==> src/rtl/serial_pkg.sv <==
// Shared types and default constants for the serial receive/transmit blocks.
package serial_pkg;

  typedef enum logic [2:0] {IDLE, START, DATA, STOP, BREAK} rx_state_t;

  localparam int unsigned SERIAL_DATA_W       = 8;
  localparam int unsigned SERIAL_CLKS_PER_BIT = 16;

endpackage

==> src/rtl/bit_timer.sv <==
// Free-running bit-period cycle counter with mid-bit and end-of-bit ticks.
module bit_timer
  import serial_pkg::*;
#(
  parameter int unsigned CLKS_PER_BIT = SERIAL_CLKS_PER_BIT
) (
  input  logic clk,
  input  logic rst_n,
  input  logic clear,
  output logic half_tick,
  output logic full_tick
);

  localparam int unsigned CW = $clog2(CLKS_PER_BIT);
  localparam logic [CW-1:0] HalfCount = CW'(CLKS_PER_BIT / 2 - 1);
  localparam logic [CW-1:0] LastCount = CW'(CLKS_PER_BIT - 1);

  logic [CW-1:0] count_q, count_d;

  // Wrap explicitly so non-power-of-two periods keep exact timing.
  always_comb begin
    count_d = count_q + CW'(1);
    if (clear || (count_q == LastCount)) begin
      count_d = '0;
    end
  end

  always_ff @(posedge clk or negedge rst_n) begin
    if (!rst_n) begin
      count_q <= '0;
    end else begin
      count_q <= count_d;
    end
  end

  assign half_tick = (count_q == HalfCount);
  assign full_tick = (count_q == LastCount);

endmodule

==> src/rtl/serial_rx.sv <==
// Start/data/stop serial frame receiver with a valid/ready word output.
module serial_rx
  import serial_pkg::*;
#(
  parameter int unsigned DATA_W       = SERIAL_DATA_W,
  parameter int unsigned CLKS_PER_BIT = SERIAL_CLKS_PER_BIT
) (
  input  logic              clk,
  input  logic              rst_n,
  input  logic              rxd,
  output logic [DATA_W-1:0] data_o,
  output logic              valid_o,
  input  logic              ready_i,
  output logic              frame_err_o,
  output logic              overrun_o
);

  localparam int unsigned BW = $clog2(DATA_W + 1);
  localparam logic [BW-1:0] LastBit = BW'(DATA_W - 1);

  rx_state_t         state_q, state_d;
  logic [BW-1:0]     bit_cnt_q, bit_cnt_d;
  logic [DATA_W-1:0] shift_q, shift_d;
  logic [DATA_W-1:0] data_q, data_d;
  logic              valid_q, valid_d;
  logic              frame_err_q, frame_err_d;
  logic              overrun_q, overrun_d;

  logic timer_clear;
  logic half_tick;
  logic full_tick;
  logic stop_ok;

  bit_timer #(
    .CLKS_PER_BIT(CLKS_PER_BIT)
  ) u_bit_timer (
    .clk      (clk),
    .rst_n    (rst_n),
    .clear    (timer_clear),
    .half_tick(half_tick),
    .full_tick(full_tick)
  );

  // Frame sequencing. The timer is held cleared while waiting so the start
  // edge always begins counting from zero.
  always_comb begin
    state_d     = state_q;
    bit_cnt_d   = bit_cnt_q;
    shift_d     = shift_q;
    timer_clear = 1'b0;
    stop_ok     = 1'b0;
    frame_err_d = 1'b0;

    unique case (state_q)
      IDLE: begin
        timer_clear = 1'b1;
        bit_cnt_d   = '0;
        if (!rxd) begin
          state_d = START;
        end
      end
      START: begin
        if (half_tick) begin
          timer_clear = 1'b1;
          state_d     = rxd ? IDLE : DATA;
        end
      end
      DATA: begin
        if (full_tick) begin
          shift_d   = DATA_W'({rxd, shift_q} >> 1);
          bit_cnt_d = bit_cnt_q + BW'(1);
          if (bit_cnt_q == LastBit) begin
            state_d = STOP;
          end
        end
      end
      STOP: begin
        if (full_tick) begin
          if (rxd) begin
            stop_ok = 1'b1;
            state_d = IDLE;
          end else begin
            frame_err_d = 1'b1;
            state_d     = BREAK;
          end
        end
      end
      BREAK: begin
        timer_clear = 1'b1;
        if (rxd) begin
          state_d = IDLE;
        end
      end
      default: state_d = IDLE;
    endcase
  end

  // Output holding register; a completed word never waits for the consumer.
  always_comb begin
    data_d    = data_q;
    valid_d   = valid_q;
    overrun_d = 1'b0;
    if (stop_ok) begin
      if (!valid_q || ready_i) begin
        data_d  = shift_q;
        valid_d = 1'b1;
      end else begin
        overrun_d = 1'b1;
      end
    end else if (valid_q && ready_i) begin
      valid_d = 1'b0;
    end
  end

  always_ff @(posedge clk or negedge rst_n) begin
    if (!rst_n) begin
      state_q     <= IDLE;
      bit_cnt_q   <= '0;
      shift_q     <= '0;
      data_q      <= '0;
      valid_q     <= 1'b0;
      frame_err_q <= 1'b0;
      overrun_q   <= 1'b0;
    end else begin
      state_q     <= state_d;
      bit_cnt_q   <= bit_cnt_d;
      shift_q     <= shift_d;
      data_q      <= data_d;
      valid_q     <= valid_d;
      frame_err_q <= frame_err_d;
      overrun_q   <= overrun_d;
    end
  end

  assign data_o      = data_q;
  assign valid_o     = valid_q;
  assign frame_err_o = frame_err_q;
  assign overrun_o   = overrun_q;

endmodule

==> config.mk <==
export PLATFORM = sky130hd
export DESIGN_NAME = serial_rx
export DESIGN_NICKNAME = d
export VERILOG_FILES = /design/src/rtl/serial_pkg.sv /design/src/rtl/bit_timer.sv /design/src/rtl/serial_rx.sv
export SDC_FILE = /design/constraint.sdc
export NUM_CORES = 1
export LEC_CHECK = 0
export ABC_AREA = 1
export CORE_MARGIN = 1.5
export CORE_UTILIZATION = 60
export DETAILED_ROUTE_END_ITERATION = 10
export DONT_BUFFER_PORTS = 1
export GPL_TIMING_DRIVEN = 0
export PLACE_DENSITY = 0.87
export SLEW_MARGIN = 10
export SYNTH_ARGS = -nofsm -noshare
export SYNTH_HDL_FRONTEND = slang
export SYNTH_SLANG_ARGS = --single-unit
export TNS_END_PERCENT = 10
==> constraint.sdc <==
create_clock -name clk -period 1.8 [get_ports clk]
set_input_delay 0.09 -clock clk [delete_from_list [all_inputs] [get_ports clk]]
set_output_delay 0.09 -clock clk [all_outputs]
set_load 0.01 [all_outputs]
==> impl_metrics.toml, run 1 <==
[status]
outcome = "complete, no violations"

[hold_path]
worstHoldPathType = "input pin to flop"
min-delay-start = "ready_i"

[timing]
rsz0062_at_grt = "no"
whs_ns = 0.0141
post-route-period-util_pct = 83.3
max_freq_mhz = 667
timing.setup.tns_ns = 0
hold_violations = 0
tightest_slew_ns = 0.314
period_minus_slack_ns = 1.50
clock_skew_ns = 0.0107
setup_viol = 0
slew_viol_final = 0
timing.slew.headroom_pct = 78.8

[yosys]
synthXorXnorAreaFrac_pct = 1.23
yosysWarnings = 0
synthAdderAreaFrac_pct = 1.76
syn_avg_cell_area_um2 = 9.72
synth_top_family_by_area = "simple AND/OR/NAND/NOR gates"
muxShareOfSynthArea_pct = 0
synthDistinctLibCells = 23
synthesis.nets = 152
yosys.area_share.simple_pct = 25.5
synth-seq-cells = 30
syn-instance-count = 146
ys_seq_area_share_pct = 52.9
synth_compound_area_share_pct = 12.0
netlist_area_mm2 = 0.00142

[layout]
fin_nets = 162
drive_above_1_share_pct = 24.2
utilization_pct = 72.6
layoutNonFillerInstCount = 185
insertedDiodeCount = 0
area_growth_pct = 13.1
fill_cells = 151

[power]
p_sw_share_pct = 30.9
vdd_drop_max_uv = 1110
netSwitchingPower_w = 0.000607
internal_power_w = 0.00136
combinationalPowerShare_pct = 22.7
pwr-share-clk_pct = 35.8
power_density_mw_per_mm2 = 1220
leakage_nw = 0.786
p_seq_share_pct = 41.5

[floorplan]
die_area_mm2 = 0.00267
fp.dieW_um = 51.6
coreArea_mm2 = 0.00221
initial_core_util_pct = 64.1
die-height_um = 51.6
ioPinCount = 15
fp-row-count = 17

[clock_network]
htree_levels = 2
insertion_delay_ns = 0.34
max-clock-path-buffers = 2
cts.sinks = 30
clk_pin_slew_ns = 0.09
cts_tree = "yes"
clockRootBuffer = "clkbuf_4"
numCtsBuffers = 5

[setup_path]
startpoint_type = "flop"
critPathMaxStageDelay_ns = 0.38
path_buf_inv = 0
path_common_cell = "nand2_1"
end_kind = "flop"
r2r_start = "u_bit_timer.count_q[0]$_DFF_PN0_"
worstPathRequired_ns = 2.03
crit_start = "u_bit_timer.count_q[0]$_DFF_PN0_"
crit_fanout = 5
crit_type = "flop to flop"
cp.arrival_ns = 1.73
crit_slowest_cell = "dfrtp_1"
crit_chain = "ha_1 -> nand2_1 -> nor2_4 -> nor2_1 -> nor2_2 -> nand3_1 -> nand2_1 -> nand2_1"
cp_top_family = "simple AND/OR/NAND/NOR gates"

[placement]
port_buffers = 0
place.gp.congestion = 0.774
hpwl_um = 1680
dp.cells = 174

[route]
vias = 1011
avgViaCountPerCell = 5.46
wire_per_inst_um = 13.3
drc_errors = 0
dr.pass1.iters = 6
drt_iter0_drc = 21
routed_wl_um = 2460
ant_nets = 0

[global_route]
grt_pass1_vias = 1011
antenna_found_initial = 0
grt_pass1_wl_um = 4140
grt_start_max_net_pins = 31
grt_overflow = 0
grtUsageTotal_pct = 22.1

[job]
maxCapViolCount = 0
-- repair_timing --
action	in CTS	in global routing
endpoints found under the hold margin	32	0
hold buffers	3	0
resized for setup	0	0
buffers inserted	0	0
-- cells in the mapped netlist --
| cell | number | area, um^2 |
|---|---|---|
| o21ai_0 | 1 | 5.00 |
| o21ai_1 | 1 | 5.00 |
| nand3_1 | 11 | 55.1 |
| o21ai_2 | 17 | 149 |
| a21oi_1 | 1 | 5.00 |
| nand2_2 | 2 | 12.5 |
| ha_1 | 2 | 25.0 |
| nor3b_1 | 1 | 7.51 |
| buf_6 | 2 | 22.5 |
| nor4_1 | 1 | 6.26 |
| nand4_1 | 5 | 31.3 |
| xor2_1 | 2 | 17.5 |
| nor2_1 | 10 | 37.5 |
| nor2_2 | 1 | 6.26 |
| a31oi_1 | 1 | 6.26 |
| inv_2 | 1 | 3.75 |
| nor3_1 | 1 | 5.00 |
| inv_1 | 18 | 67.6 |
| nand3_4 | 2 | 35.0 |
| nand2_1 | 32 | 120 |
| dfrtp_1 | 30 | 751 |
| nor2_4 | 3 | 33.8 |
| nand2_4 | 1 | 11.3 |
-- flip-flops by register name, indices dropped and copies added, names as in the netlist --
register and cells:
valid_o 1, bit_cnt_q 4, data_o 8, state_q 3, u_bit_timer.count_q 4, overrun_o 1, frame_err_o 1, shift_q 8
-- per-stage QoR --
stage          worst slack [ns]  power, W  cell area (um^2)
2_1_floorplan             0.478   0.00116              1420
3_3_place_gp              0.403   0.00121              1450
3_5_place_dp              0.343   0.00124              1450
4_1_cts                   0.292   0.00197              1610
5_1_grt                   0.174   0.00207              1610
6_report                  0.301   0.00196              1610
-- cell type report --
type / count / area (um^2) / share of cell area [%]
sequential: 30 / 751 / 46.8
multi-input combinational: 95 / 574 / 35.8
inverter: 19 / 71.3 / 4.44
clock inverter: 2 / 60.1 / 3.74
clock buffer: 6 / 51.3 / 3.20
timing repair buffer: 3 / 40.0 / 2.49
tap: 28 / 35.0 / 2.18
buffer: 2 / 22.5 / 1.40
-- routing by layer --
layer  routed length (um)  track usage, %
met1                 1090            26.5
met2                 1210            33.8
met4                   72            16.7
met3                   93            6.32
met5                    0               0
-- worst paths after layout --
check / cells past startpoint / slack, ns / end
worst max-delay path: 8 / 0.30 / state_q[1]$_DFFE_PN0P_
worst min-delay path: 3 / 0.01 / valid_o$_DFFE_PN0P_
worst max register to register: 8 / 0.30 / state_q[1]$_DFFE_PN0P_
worst min register to register: 1 / 0.48 / u_bit_timer.count_q[0]$_DFF_PN0_
max in group asynchronous: 2 / 1.45 / u_bit_timer.count_q[1]$_DFF_PN0_
min in group asynchronous: 2 / 0.19 / shift_q[0]$_DFFE_PN0P_
-- layout by cell type (no fill, tap or decap), types with 3 or more instances in the layout --
cell and instances:
clkbuf_4 5, dfrtp_1 30, inv_1 18, nand2_1 32
nand3_1 11, nand4_1 5, nor2_1 10, nor2_4 3
o21ai_2 17
-- tightest hold or removal path: cells and delay by family --
| kind | cells | cell delay [ns] |
|---|---|---|
| AND/OR/NAND/NOR | 2 | 0.20 |
| buffers and inverters | 1 | 0.03 |
-- power groups by stage --
stage | clock (W) | sequential (W) | combinational (W)
6_report | 0.000704 | 0.000814 | 0.000446
5_1_grt | 0.000737 | 0.000823 | 0.000514
4_1_cts | 0.000714 | 0.000814 | 0.000445
3_5_place_dp | 0 | 0.000825 | 0.000413
3_3_place_gp | 0 | 0.000819 | 0.000394
2_1_floorplan | 0 | 0.000811 | 0.000348
-- logic make-up (layout without fill, tap and decap cells) --
| logic type | after synthesis | in the layout |
|---|---|---|
| AO/OA/AOI/OAI | 21 | 21 |
| AND/OR/NAND/NOR | 70 | 70 |
| adder cells (fa/ha/maj) | 2 | 2 |
| flip-flops | 30 | 30 |
| buffers and inverters | 21 | 32 |
| XOR/XNOR | 2 | 2 |
Note: power is estimated with default switching activity, not from simulation.
==> run 2: changes to the inputs <==
--- a/config.mk
+++ b/config.mk
@@ -7,11 +7,11 @@
 export LEC_CHECK = 0
 export ABC_AREA = 1
 export CORE_MARGIN = 1.5
-export CORE_UTILIZATION = 60
+export CORE_UTILIZATION = 55
 export DETAILED_ROUTE_END_ITERATION = 10
 export DONT_BUFFER_PORTS = 1
 export GPL_TIMING_DRIVEN = 0
-export PLACE_DENSITY = 0.87
+export PLACE_DENSITY = 0.84
 export SLEW_MARGIN = 10
 export SYNTH_ARGS = -nofsm -noshare
 export SYNTH_HDL_FRONTEND = slang
==> constraint.sdc (replaced) <==
create_clock -name clk -period 1.3 [get_ports clk]
set_input_delay 0.065 -clock clk [delete_from_list [all_inputs] [get_ports clk]]
set_output_delay 0.065 -clock clk [all_outputs]
set_load 0.01 [all_outputs]
==> run 2 against run 1 <==
  * The flow now finishes with violations (negative setup slack)
  * Final area rose by 13%
  * Total power rose by 41%
  * Hold slack got worse by 0.013 ns
  * Sequential cell count stayed put
  * Die area up 8.5%
  * Sequential share of layout area fell by 5.2 points
  * Clock skew rose by 0.0022 ns
  * First-iteration DRC count is 130% higher
  * Core utilization up 1.2 points
  * Clock power is 10% higher
  * Sequential power is 45% higher
==> impl_metrics.toml, run 2 (synthesis results as in run 1) <==
[layout]
fill_cells = 168
final_common_cell = "dfrtp_1"
utilization_pct = 73.8
layoutNonFillerInstCount = 195
area_growth_pct = 27.7
drive_above_1_share_pct = 39.4
fin_nets = 171
seq_area_um2 = 753
insertedDiodeCount = 0
layout_common_cells = "dfrtp_1, nand2_1, o21ai_2"
multi_input_area_um2 = 663

[status]
outcome = "finished with violations"
violations = "negative setup slack"

[route]
wire_per_inst_um = 15.3
drc_errors = 0
routed_wl_um = 2990
drt_iter0_drc = 49
avgViaCountPerCell = 5.54
dr.pass1.iters = 4
ant_nets = 0
vias = 1081

[setup_path]
timing.rr.end = "data_o[2]$_DFFE_PN0P_"
r2r_start = "u_bit_timer.count_q[1]$_DFF_PN0_"
cp.arrival_ns = 1.65
crit_start = "u_bit_timer.count_q[1]$_DFF_PN0_"
worstPathRequired_ns = 1.53
startpoint_type = "flop"
crit_type = "flop to flop"
end_kind = "flop"
r2r_cells = 8
r2r_slack_ns = -0.11
crit_fanout = 5
crit_end = "data_o[2]$_DFFE_PN0P_"

[global_route]
grt_overflow = 0
grt_pass1_wl_um = 5020
antenna_found_initial = 0
grt_pass1_vias = 1044
grt_start_max_net_pins = 31
grtUsageTotal_pct = 25.5

[placement]
place.gp.congestion = 0.754
hpwl_um = 1810
dp.cells = 176
port_buffers = 0
post-place-ws_ns = -0.153

[clock_network]
cts_tree = "yes"
clockRootBuffer = "clkbuf_4"
max-clock-path-buffers = 2
numCtsBuffers = 5
clk_pin_slew_ns = 0.10
cts.sinks = 30
htree_levels = 2
insertion_delay_ns = 0.34

[power]
leakage_nw = 0.847
vdd_drop_max_uv = 1240
power_density_mw_per_mm2 = 1530

[timing]
finalWorstSetupSlack_ns = -0.113
hold_violations = 0
setup_viol = 20
period_minus_slack_ns = 1.41
max_freq_mhz = 707
post-route-period-util_pct = 109
slew_viol_final = 0
tightest_slew_ns = 0.254
clock_skew_ns = 0.0128
rsz0062_at_grt = "yes"
timing.setup.tns_ns = -0.929
timing.slew.headroom_pct = 82.9

[hold_path]
min-delay-start = "ready_i"
worstHoldPathType = "input pin to flop"

[floorplan]
fp.dieW_um = 53.8
coreArea_mm2 = 0.00245
fp-row-count = 18
die_area_mm2 = 0.00289
die-height_um = 53.8
ioPinCount = 15
initial_core_util_pct = 57.8

[job]
maxCapViolCount = 0
[run 2: cell types whose count changed in the layout (fill, tap and decap cells not counted), moves of 2 or more]
cell | before | now
nand2_4 | 1 | 3
buf_4 | 0 | 2
buf_6 | 2 | 4
inv_1 | 18 | 15
inv_2 | 1 | 4
buf_8 | 0 | 2
dfrtp_1 | 30 | 28
dfrtp_2 | 0 | 2
buf_16 | 0 | 2
nand2_2 | 2 | 8
nand2_1 | 32 | 23
[run 2: per-stage QoR]
stage | total power (W) | instance area [um^2] | hold WS [ns]
final | 0.00277 | 1810 | 0.00107
after global routing | 0.00293 | 1810 | 0.0261
after CTS | 0.00266 | 1750 | 0.00691
after detailed placement | 0.00174 | 1460 | -0.230
after global placement | 0.00169 | 1460 | -0.230
after floorplan | 0.00162 | 1420 | -0.231
[run 2: layer usage]
metal / vias up / routed length [um] / share of wire (%) / track usage, %
li1: 517 / - / - / -
met1: 511 / 1170 / 39 / 30.5
met2: 44 / 1590 / 53 / 41.5
met3: 9 / 167 / 5.6 / 10.0
met4: 0 / 53 / 1.8 / 9.40
met5: - / 0 / 0 / 0
[run 2: cell type report]
type                       instances  area share, %
inverter                          19           3.94
sequential                        30           41.6
multi-input combinational         95           36.6
clock inverter                     1           1.66
tap                               30           2.07
timing repair buffer              12           9.67
clock buffer                       6           2.83
buffer                             2           1.66
[run 2: report_power, final]
part           total, W  switching (W)  internal [W]
Clock          0.000776       0.000329      0.000447
Combinational  0.000812       0.000488      0.000324
Sequential      0.00118       0.000151       0.00103
Total           0.00277       0.000968       0.00180
[run 2: what timing repair did]
action / in CTS / in global routing
gates resized for setup: 20 / 12
buffers inserted: 6 / 1
hold endpoints to repair: 33 / 0
hold buffers: 3 / 0
pin swaps: 7 / 4
gates cloned: 2 / 0
endpoints found under the setup margin: 24 / 26
[run 2: how the worst min path moves through the flow]
stage / end / slack (ns) / depth (start not counted)
global placement: frame_err_o$_DFF_PN0_ / -0.23 / 0
global route: valid_o$_DFFE_PN0P_ / 0.03 / 3
finish: overrun_o$_DFF_PN0_ / 0.001 / 3
detailed placement: state_q[1]$_DFFE_PN0P_ / -0.23 / 0
floorplan: bit_cnt_q[0]$_DFFE_PN0P_ / -0.23 / 0
CTS: valid_o$_DFFE_PN0P_ / 0.007 / 3
[run 2: worst max-delay path, cell delays in order, from the launching register on]
cell	delay, ns
dfrtp_1	0.41
ha_4	0.17
nand2_4	0.06
nor2_4	0.15
buf_6	0.12
nand3_4	0.12
buf_6	0.17
nand2_2	0.07
o21ai_2	0.05
